[src/rtl/planar_fetch_scheduler_if.sv]
// DDR read-port bundle between the planar fetch scheduler and the DDR controller.
//
// Handshake: the master raises ddr_read together with ddr_acquire, ddr_addr,
// ddr_burstcnt and target. The request is accepted in the first cycle in which
// ddr_busy is low; ddr_read falls after that cycle. The slave then returns
// exactly ddr_burstcnt words, one per cycle in which ddr_rdata_ready is high.
// ddr_acquire stays high until the last word has been returned.
interface planar_fetch_scheduler_if #(
    parameter int CHROMA_PLANES = 2
);
    logic                   ddr_busy;
    logic                   ddr_rdata_ready;
    logic                   ddr_read;
    logic                   ddr_acquire;
    logic [28:0]            ddr_addr;
    logic [7:0]             ddr_burstcnt;
    logic [CHROMA_PLANES:0] target;

    modport master (
        input  ddr_busy, ddr_rdata_ready,
        output ddr_read, ddr_acquire, ddr_addr, ddr_burstcnt, target
    );

    modport slave (
        output ddr_busy, ddr_rdata_ready,
        input  ddr_read, ddr_acquire, ddr_addr, ddr_burstcnt, target
    );
endinterface

[src/rtl/planar_fetch_scheduler.sv]
// DDR read scheduler for planar YUV playback: per-line chroma bursts for each
// chroma plane (lowest plane index first), luma bursts on FIFO demand, end of
// frame tracking and a clean drain of in-flight words on abort.
module planar_fetch_scheduler #(
    parameter int         ADDR_W        = 29,
    parameter int         CHROMA_PLANES = 2,
    parameter int         Y_BURST       = 50,
    parameter logic [3:0] DDR_CORE_BASE = 4'b0011
) (
    input  logic                            clkddr,
    input  logic                            reset_n,
    input  logic                            frame_start,
    input  logic                            abort,
    input  logic [ADDR_W-1:0]               y_base,
    input  logic [CHROMA_PLANES*ADDR_W-1:0] c_base,
    input  logic [8:0]                      frame_width,
    input  logic [8:0]                      frame_height,
    input  logic                            chroma_vsub,
    input  logic                            line_start,
    input  logic                            y_half_empty,
    planar_fetch_scheduler_if.master        bus,
    output logic                            frame_active,
    output logic                            y_done,
    output logic [1:0]                      dbg_state,
    output logic [8:0]                      dbg_line_count
);

    localparam int TW = CHROMA_PLANES + 1;

    typedef enum logic [1:0] {
        IDLE  = 2'd0,
        ISSUE = 2'd1,
        WAIT  = 2'd2,
        DRAIN = 2'd3
    } state_t;

    state_t                   state;
    logic [1:0]               rst_sync;
    logic                     rst_n;
    logic                     read_q;
    logic                     acq_q;
    logic [28:0]              addr_q;
    logic [7:0]               burst_q;
    logic [TW-1:0]            target_q;
    logic [ADDR_W-1:0]        y_addr;
    logic [ADDR_W-1:0]        c_addr [CHROMA_PLANES];
    logic [CHROMA_PLANES-1:0] c_flag;
    logic [15:0]              y_rem;
    logic [7:0]               word_cnt;
    logic [7:0]               width_half;
    logic                     vsub_q;
    logic [8:0]               chroma_lines;
    logic [8:0]               line_cnt;
    logic                     phase;
    logic                     sel_luma;
    logic [1:0]               sel_idx;

    logic                     pick_c;
    logic [1:0]               pick_idx;
    logic [ADDR_W-1:0]        c_sel_addr;
    logic [ADDR_W-1:0]        issue_addr;
    logic [7:0]               y_len;
    logic [7:0]               c_burst;
    logic [17:0]              pix;
    logic                     last_word;
    logic                     chroma_done;
    logic                     start_take;
    logic                     unused_bits;

    // Reset asserts asynchronously; release is retimed through two flops.
    always_ff @(posedge clkddr or negedge reset_n) begin
        if (!reset_n) rst_sync <= 2'b00;
        else          rst_sync <= {rst_sync[0], 1'b1};
    end
    assign rst_n = rst_sync[1];

    // Lowest-index chroma plane still waiting for its line, and its address.
    always_comb begin
        pick_c     = 1'b0;
        pick_idx   = 2'd0;
        c_sel_addr = '0;
        for (int k = CHROMA_PLANES - 1; k >= 0; k--) begin
            if (!c_flag[k]) begin
                pick_c   = 1'b1;
                pick_idx = 2'(k);
            end
        end
        for (int k = 0; k < CHROMA_PLANES; k++) begin
            if (2'(k) == pick_idx) c_sel_addr = c_addr[k];
        end
    end

    // Burst sizing, word accounting and frame completion terms.
    always_comb begin
        y_len       = (y_rem < 16'(Y_BURST)) ? y_rem[7:0] : 8'(Y_BURST);
        c_burst     = {3'b000, width_half[7:3]};
        pix         = 18'(frame_width) * 18'(frame_height);
        issue_addr  = pick_c ? c_sel_addr : y_addr;
        last_word   = (word_cnt == 8'd0) || ((word_cnt == 8'd1) && bus.ddr_rdata_ready);
        chroma_done = (line_cnt >= chroma_lines) && (&c_flag);
        start_take  = (state == IDLE) && frame_start && !abort;
    end

    assign unused_bits = ^{issue_addr, pix[2:0]};

    // Scheduler FSM with all bus-side outputs registered.
    always_ff @(posedge clkddr or negedge rst_n) begin
        if (!rst_n) begin
            state        <= IDLE;
            read_q       <= 1'b0;
            acq_q        <= 1'b0;
            addr_q       <= '0;
            burst_q      <= '0;
            target_q     <= '0;
            frame_active <= 1'b0;
            y_done       <= 1'b0;
            y_addr       <= '0;
            for (int k = 0; k < CHROMA_PLANES; k++) c_addr[k] <= '0;
            c_flag       <= '1;
            y_rem        <= '0;
            word_cnt     <= '0;
            width_half   <= '0;
            vsub_q       <= 1'b0;
            chroma_lines <= '0;
            line_cnt     <= '0;
            phase        <= 1'b0;
            sel_luma     <= 1'b0;
            sel_idx      <= '0;
        end else begin
            if (read_q && !bus.ddr_busy) read_q <= 1'b0;
            if (bus.ddr_rdata_ready && (word_cnt != 8'd0)) word_cnt <= word_cnt - 8'd1;

            case (state)
                IDLE: begin
                    if (abort) begin
                        frame_active <= 1'b0;
                        state        <= DRAIN;
                    end else if (frame_start) begin
                        y_addr <= y_base;
                        for (int k = 0; k < CHROMA_PLANES; k++) c_addr[k] <= c_base[k*ADDR_W +: ADDR_W];
                        width_half   <= frame_width[8:1];
                        vsub_q       <= chroma_vsub;
                        chroma_lines <= chroma_vsub ? {1'b0, frame_height[8:1]} : frame_height;
                        y_rem        <= 16'(pix[17:3]);
                        y_done       <= 1'b0;
                        c_flag       <= '0;
                        line_cnt     <= '0;
                        phase        <= 1'b0;
                        frame_active <= 1'b1;
                    end else if (frame_active) begin
                        if (pick_c) begin
                            if (c_burst == 8'd0) begin
                                // Line too narrow to carry chroma: mark it fetched.
                                for (int k = 0; k < CHROMA_PLANES; k++)
                                    if (2'(k) == pick_idx) c_flag[k] <= 1'b1;
                            end else begin
                                read_q   <= 1'b1;
                                acq_q    <= 1'b1;
                                addr_q   <= {DDR_CORE_BASE, issue_addr[27:3]};
                                burst_q  <= c_burst;
                                target_q <= TW'(2) << pick_idx;
                                word_cnt <= c_burst;
                                sel_luma <= 1'b0;
                                sel_idx  <= pick_idx;
                                state    <= ISSUE;
                            end
                        end else if (y_half_empty && !y_done) begin
                            read_q   <= 1'b1;
                            acq_q    <= 1'b1;
                            addr_q   <= {DDR_CORE_BASE, issue_addr[27:3]};
                            burst_q  <= y_len;
                            target_q <= TW'(1);
                            word_cnt <= y_len;
                            sel_luma <= 1'b1;
                            state    <= ISSUE;
                        end else if (y_done && chroma_done) begin
                            frame_active <= 1'b0;
                        end
                    end
                end
                ISSUE: begin
                    // The request is on the bus, so its bookkeeping stands even on abort.
                    if (sel_luma) begin
                        y_addr <= y_addr + ADDR_W'({burst_q, 3'b000});
                        y_rem  <= y_rem - 16'(burst_q);
                        if (y_rem == 16'(burst_q)) y_done <= 1'b1;
                    end else begin
                        for (int k = 0; k < CHROMA_PLANES; k++) begin
                            if (2'(k) == sel_idx) begin
                                c_addr[k] <= c_addr[k] + ADDR_W'(width_half);
                                c_flag[k] <= 1'b1;
                            end
                        end
                    end
                    if (abort) begin
                        frame_active <= 1'b0;
                        target_q     <= '0;
                        state        <= DRAIN;
                    end else begin
                        state <= WAIT;
                    end
                end
                WAIT: begin
                    if (abort) begin
                        frame_active <= 1'b0;
                        target_q     <= '0;
                        state        <= DRAIN;
                    end else if (last_word) begin
                        acq_q    <= 1'b0;
                        target_q <= '0;
                        state    <= IDLE;
                    end
                end
                DRAIN: begin
                    if (last_word) begin
                        acq_q <= 1'b0;
                        state <= IDLE;
                    end
                end
                default: state <= IDLE;
            endcase

            // Line pacing; placed last so a clear beats a same-cycle flag set.
            if (line_start && frame_active && !start_take && (line_cnt < chroma_lines)) begin
                phase <= ~phase;
                if (!vsub_q || phase) begin
                    c_flag   <= '0;
                    line_cnt <= line_cnt + 9'd1;
                end
            end
        end
    end

    assign bus.ddr_read     = read_q;
    assign bus.ddr_acquire  = acq_q;
    assign bus.ddr_addr     = addr_q;
    assign bus.ddr_burstcnt = burst_q;
    assign bus.target       = target_q;
    assign dbg_state        = state;
    assign dbg_line_count   = line_cnt;

endmodule

[src/flat_wrapper.sv]
// flat-port wrapper written by rule: the top's interface ports become plain ports
module planar_fetch_scheduler_flat 
#(
    parameter int         ADDR_W        = 29,
    parameter int         CHROMA_PLANES = 2,
    parameter int         Y_BURST       = 50,
    parameter logic [3:0] DDR_CORE_BASE = 4'b0011
)
  (clkddr, reset_n, frame_start, abort, y_base, c_base, frame_width, frame_height, chroma_vsub, line_start, y_half_empty, frame_active, y_done, dbg_state, dbg_line_count, bus_ddr_busy, bus_ddr_rdata_ready, bus_ddr_read, bus_ddr_acquire, bus_ddr_addr, bus_ddr_burstcnt, bus_target);
  planar_fetch_scheduler_if #(.CHROMA_PLANES(CHROMA_PLANES)) bus_i ();
  input  logic clkddr;
  input  logic reset_n;
  input  logic frame_start;
  input  logic abort;
  input  logic [ADDR_W-1:0] y_base;
  input  logic [CHROMA_PLANES*ADDR_W-1:0] c_base;
  input  logic [8:0] frame_width;
  input  logic [8:0] frame_height;
  input  logic chroma_vsub;
  input  logic line_start;
  input  logic y_half_empty;
  output logic frame_active;
  output logic y_done;
  output logic [1:0] dbg_state;
  output logic [8:0] dbg_line_count;
  input wire logic [$bits(bus_i.ddr_busy)-1:0] bus_ddr_busy;
  input wire logic [$bits(bus_i.ddr_rdata_ready)-1:0] bus_ddr_rdata_ready;
  output wire logic [$bits(bus_i.ddr_read)-1:0] bus_ddr_read;
  output wire logic [$bits(bus_i.ddr_acquire)-1:0] bus_ddr_acquire;
  output wire logic [$bits(bus_i.ddr_addr)-1:0] bus_ddr_addr;
  output wire logic [$bits(bus_i.ddr_burstcnt)-1:0] bus_ddr_burstcnt;
  output wire logic [$bits(bus_i.target)-1:0] bus_target;
  assign bus_i.ddr_busy = bus_ddr_busy;
  assign bus_i.ddr_rdata_ready = bus_ddr_rdata_ready;
  assign bus_ddr_read = bus_i.ddr_read;
  assign bus_ddr_acquire = bus_i.ddr_acquire;
  assign bus_ddr_addr = bus_i.ddr_addr;
  assign bus_ddr_burstcnt = bus_i.ddr_burstcnt;
  assign bus_target = bus_i.target;
  planar_fetch_scheduler #(.ADDR_W(ADDR_W), .CHROMA_PLANES(CHROMA_PLANES), .Y_BURST(Y_BURST), .DDR_CORE_BASE(DDR_CORE_BASE)) u_core (.clkddr(clkddr), .reset_n(reset_n), .frame_start(frame_start), .abort(abort), .y_base(y_base), .c_base(c_base), .frame_width(frame_width), .frame_height(frame_height), .chroma_vsub(chroma_vsub), .line_start(line_start), .y_half_empty(y_half_empty), .bus(bus_i), .frame_active(frame_active), .y_done(y_done), .dbg_state(dbg_state), .dbg_line_count(dbg_line_count));
endmodule
[config.mk]
export PLATFORM = sky130hd
export DESIGN_NAME = planar_fetch_scheduler_flat
export DESIGN_NICKNAME = d
export VERILOG_FILES = /design/src/rtl/planar_fetch_scheduler_if.sv /design/src/rtl/planar_fetch_scheduler.sv /design/src/flat_wrapper.sv
export SDC_FILE = /design/constraint.sdc
export NUM_CORES = 1
export LEC_CHECK = 0
export ABC_AREA = 1
export BUFFER_PORTS_ARGS = -buffer_cell sky130_fd_sc_hd__buf_2
export CAP_MARGIN = 20
export CORE_MARGIN = 2
export CORE_UTILIZATION = 50
export CTS_CLUSTER_DIAMETER = 60
export CTS_CLUSTER_SIZE = 12
export DETAILED_ROUTE_END_ITERATION = 8
export HOLD_SLACK_MARGIN = 0.15
export PLACE_DENSITY = 0.66
export SYNTH_ARGS = -nofsm -noshare
export SYNTH_HDL_FRONTEND = slang
export SYNTH_SLANG_ARGS = --single-unit
[constraint.sdc]
create_clock -name clkddr -period 8.7 [get_ports clkddr]
set_clock_uncertainty 0.15 [all_clocks]
set_input_delay 1.74 -clock clkddr [delete_from_list [all_inputs] [get_ports clkddr]]
set_output_delay 1.74 -clock clkddr [all_outputs]
set_load 0.005 [all_outputs]
==> results by group <==
Pwr
  • Tot Pwr: 6.400 mW
  • Switching Fraction: between 50 and 60%
  • P_int: around 3.0 mW
  • Power share of the clock group: about an eighth
  • PwrDens: between 300 and 400 mW/mm^2
  • IR drop worst, VDD: between 200 and 250 uV
  • Pleak: a little under 10 nW
  • Seq pwr share: between 20% and 30%
  • Combinational power share: between 60% and 70%
  • P_sw: 3.434 mW

Min path
  • Hold path depth: 0
  • Min-Delay Path Class: flip-flop to flip-flop
  • Hold wc startpoint: u_core.rst_sync[0]
  • Worst Hold Endpoint: u_core.rst_sync[1]

Synth
  • Synthesized flop and latch total: approximately 180
  • Synth Instances: about 2500
  • Cell accounting for the most synthesized area: dfrtp_1
  • Mapped Area: 0.01606 sq mm
  • Top cells by area, synth: dfrtp_1 (28%), nand2_1 (18%), inv_1 (9.1%), fa_1 (6.7%), nor2_1 (6.6%)
  • Synth Area in Adders: around an eighth
  • Post-synth ARST share: 100.0%
  • EDFF count, synth: 0
  • Simple-gate share of the synthesized area: 34.69%
  • Post-synthesis mux area share: 0.1246%
  • Syn. warnings: 0
  • Compound-Gate Fraction of Synth Area: between 10% and 20%
  • Share of the synthesized area in the top cell type: ~28%
  • Main combinational cell family by area after synthesis: simple AND/OR/NAND/NOR gates
  • Synth unique cells: between 40 and 50
  • Synth Flop Type: dfrtp_1
  • Sequential area share after synthesis: 28.37%
  • Syn avg cell area: approximately 6.5 sq um
  • XOR/XNOR share of the synthesized area: between 1 and 1.5%

Detailed routing
  • Iter 0 DRT Violations: 1239
  • DR WL/cell: roughly 16 microns
  • Total Wirelength: ~47000 microns
  • DR vias/cell: about 5.4
  • Pre-Repair DR Iteration Count: 7
  • Vias: approximately 16000
  • # DRC: 0
  • Final ANT Viol Nets: 0

Clocking
  • Root Buffer: clkbuf_16
  • CTS buffer count: 17
  • Worst-case clock buffer depth: 2
  • Resize count post-CTS: 0
  • Clock latency on the worst-skew pair: 460 ps
  • CTS H-tree lvls: 4
  • CTS clock-pin slew for the worst setup and hold paths: ~70 ps
  • # Post-CTS Setup Buffers: 0
  • CTS Hold Bufs: 0
  • # clock sinks: ~180
  • CTS tree: done

Layout
  • Antenna Cells: 0
  • Design area: 0.01763 sq mm
  • Share of cells above drive strength 1: just under 9%
  • Final #Nets: between 2000 and 3000
  • Most frequent cells in the layout: nand2_1 (765), inv_1 (389), nor2_1 (284), nand3_1 (212), dfrtp_1 (179)
  • Util after Layout: 55.88%
  • Area growth syn-to-layout: 9.768%
  • Commonest non-fill, non-tap cell in the layout: nand2_1

Run status
  • Status: finished, final reports clean

Timing
  • Tmin final: about 5700 ps
  • Unrepaired setup endpoints after global routing: no
  • Hold Vio Cnt, Final: 0
  • Setup TNS: 0 ps
  • Relative slew slack: a little under two fifths
  • Fmax achieved: 0.1764 GHz
  • Worst-Margin Slew: about 940 ps
  • Final period utilization: roughly two thirds
  • Final WS setup: 3030 ps
  • Count of final max-slew check failures: 0
  • Final setup viols: 0

Setup path
  • WS Path Type: primary input to flip-flop
  • Setup crit end kind: flip-flop
  • Data arrival time of the critical path: around 6000 ps
  • R2R depth: 10
  • Reg2Reg Capture Point: u_core.y_addr[11]
  • CP required: around 9000 ps
  • Worst reg2reg startpoint: u_core.dbg_state[1]
  • R2R setup slack: between 5000 and 6000 ps
  • CP Max Fanout: 11
  • CP Launch Type: primary input

Die
  • Die span in y: 183.2 microns
  • Die width: around 180 microns
  • IO Pins: around 170
  • Starting Density: 50.90%
  • Die area: 0.03358 sq mm
  • Core Area: between 0.03 and 0.04 sq mm
  • Cell Rows: 65

Flow run
  • Max Cap Viol: 0

Global routing
  • First-pass GRT wire length: about 76000 microns
  • GR Util All Layers: roughly 29%
  • Global route total overflow: 0
  • Vias in the first global route: about 15000
  • Initial antenna violation count: 0
  • Pin count of the biggest net entering global routing: between 60 and 70

Place
  • Place WS: between 2000 and 3000 ps
  • PortBufs: 160
  • Final GP Congestion: between 0.9 and 1
  • Post-DP HPWL: 35890 microns
  • DP Area: about 0.017 sq mm
[synth_stat cells, types with 4 or more instances]
master	count
nor2_2	4
o21a_1	4
dfrtp_1	180
or2_2	5
a221oi_1	25
buf_2	22
nand4_1	38
o21ai_0	135
nand2_1	765
buf_6	5
nand3b_1	9
fa_1	54
and2_1	4
nor2_1	284
buf_4	5
inv_1	390
clkbuf_1	48
nor3_1	22
o211ai_1	13
buf_1	8
o21ai_1	8
nand3_1	212
a21oi_1	73
ha_1	85
xor2_1	13
inv_2	6
xnor2_1	7
a31oi_1	18
[per-stage QoR]
stage / hold WS (ps) / std cells
global route: 219.4 / 2990
floorplan: 181.2 / 2475
finish: 204.6 / 2990
global placement: 186.1 / 2958
CTS: 205.8 / 2990
detailed placement: 190.5 / 2958
[sequential cells by signal, indices dropped and copies added, names as in the netlist, 9 cells and up]
register / cells
u_core.y_addr: 25
u_core.y_rem: 16
u_core.bus.ddr_addr: 26
u_core.chroma_lines: 9
u_core.c_addr: 56
u_core.dbg_line_count: 9
[area by class of cell]
| type | count | area [sq um] |
|---|---|---|
| clock inverter | 13 | 148.9 |
| tap | 402 | 503.0 |
| multi-input combinational | 1807 | 9609 |
| clock buffer | 19 | 442.9 |
| sequential | 182 | 4561 |
| timing repair buffer | 169 | 868.3 |
| fill | 3186 | 13920 |
| inverter | 398 | 1499 |
[power by group through the flow]
stage	combinational (mW)	sequential, mW	clock [mW]
after global placement	3.72	1.73	0
final	3.84	1.75	0.813
after CTS	3.83	1.73	0.823
after floorplan	2.92	1.53	0
after detailed placement	3.80	1.74	0
after global routing	4.39	1.79	0.860
[worst max-delay path, cell delays in order]
cell	delay, ps
buf_2	240
nand2_1	130
fa_1	520
fa_1	550
inv_1	60
fa_1	530
inv_1	50
fa_1	530
inv_1	40
ha_1	340
nand2_1	150
inv_1	60
nand2_1	80
nand3_1	190
nand2_1	140
nand2_1	60
nand2_1	60
nand3_1	170
nand2_1	130
nand2_1	60
nand2_1	90
[layer usage]
| layer | share of wire (%) | up-vias | global-route usage, % |
|---|---|---|---|
| met5 | 0 | - | 0 |
| met4 | 2.0 | 0 | 8.192 |
| met3 | 6.6 | 69 | 4.150 |
| met2 | 44 | 520 | 44.82 |
| met1 | 47 | 7501 | 41.39 |
| li1 | - | 7990 | - |
[worst max-delay path by stage]
| stage | to | cells after the start | startpoint |
|---|---|---|---|
| final | u_core.y_rem[14] | 21 | frame_height[8] |
| after global routing | u_core.y_rem[14] | 21 | frame_height[8] |
| after CTS | u_core.y_rem[14] | 21 | frame_height[8] |
| after detailed placement | u_core.y_rem[14] | 21 | frame_height[8] |
| after global placement | u_core.y_rem[14] | 21 | frame_height[8] |
| after floorplan | u_core.y_rem[14] | 21 | frame_height[8] |
[logic make-up after synthesis]
logic type,after synthesis
AOI/OAI and AO/OA,293
xor gates and xnor gates,20
adders and majority gates,139
buffers and inverters,486
DFF,182
muxes,2
other,2
and+or+nand+nor,1350
Power figures use the tool's default switching activity.
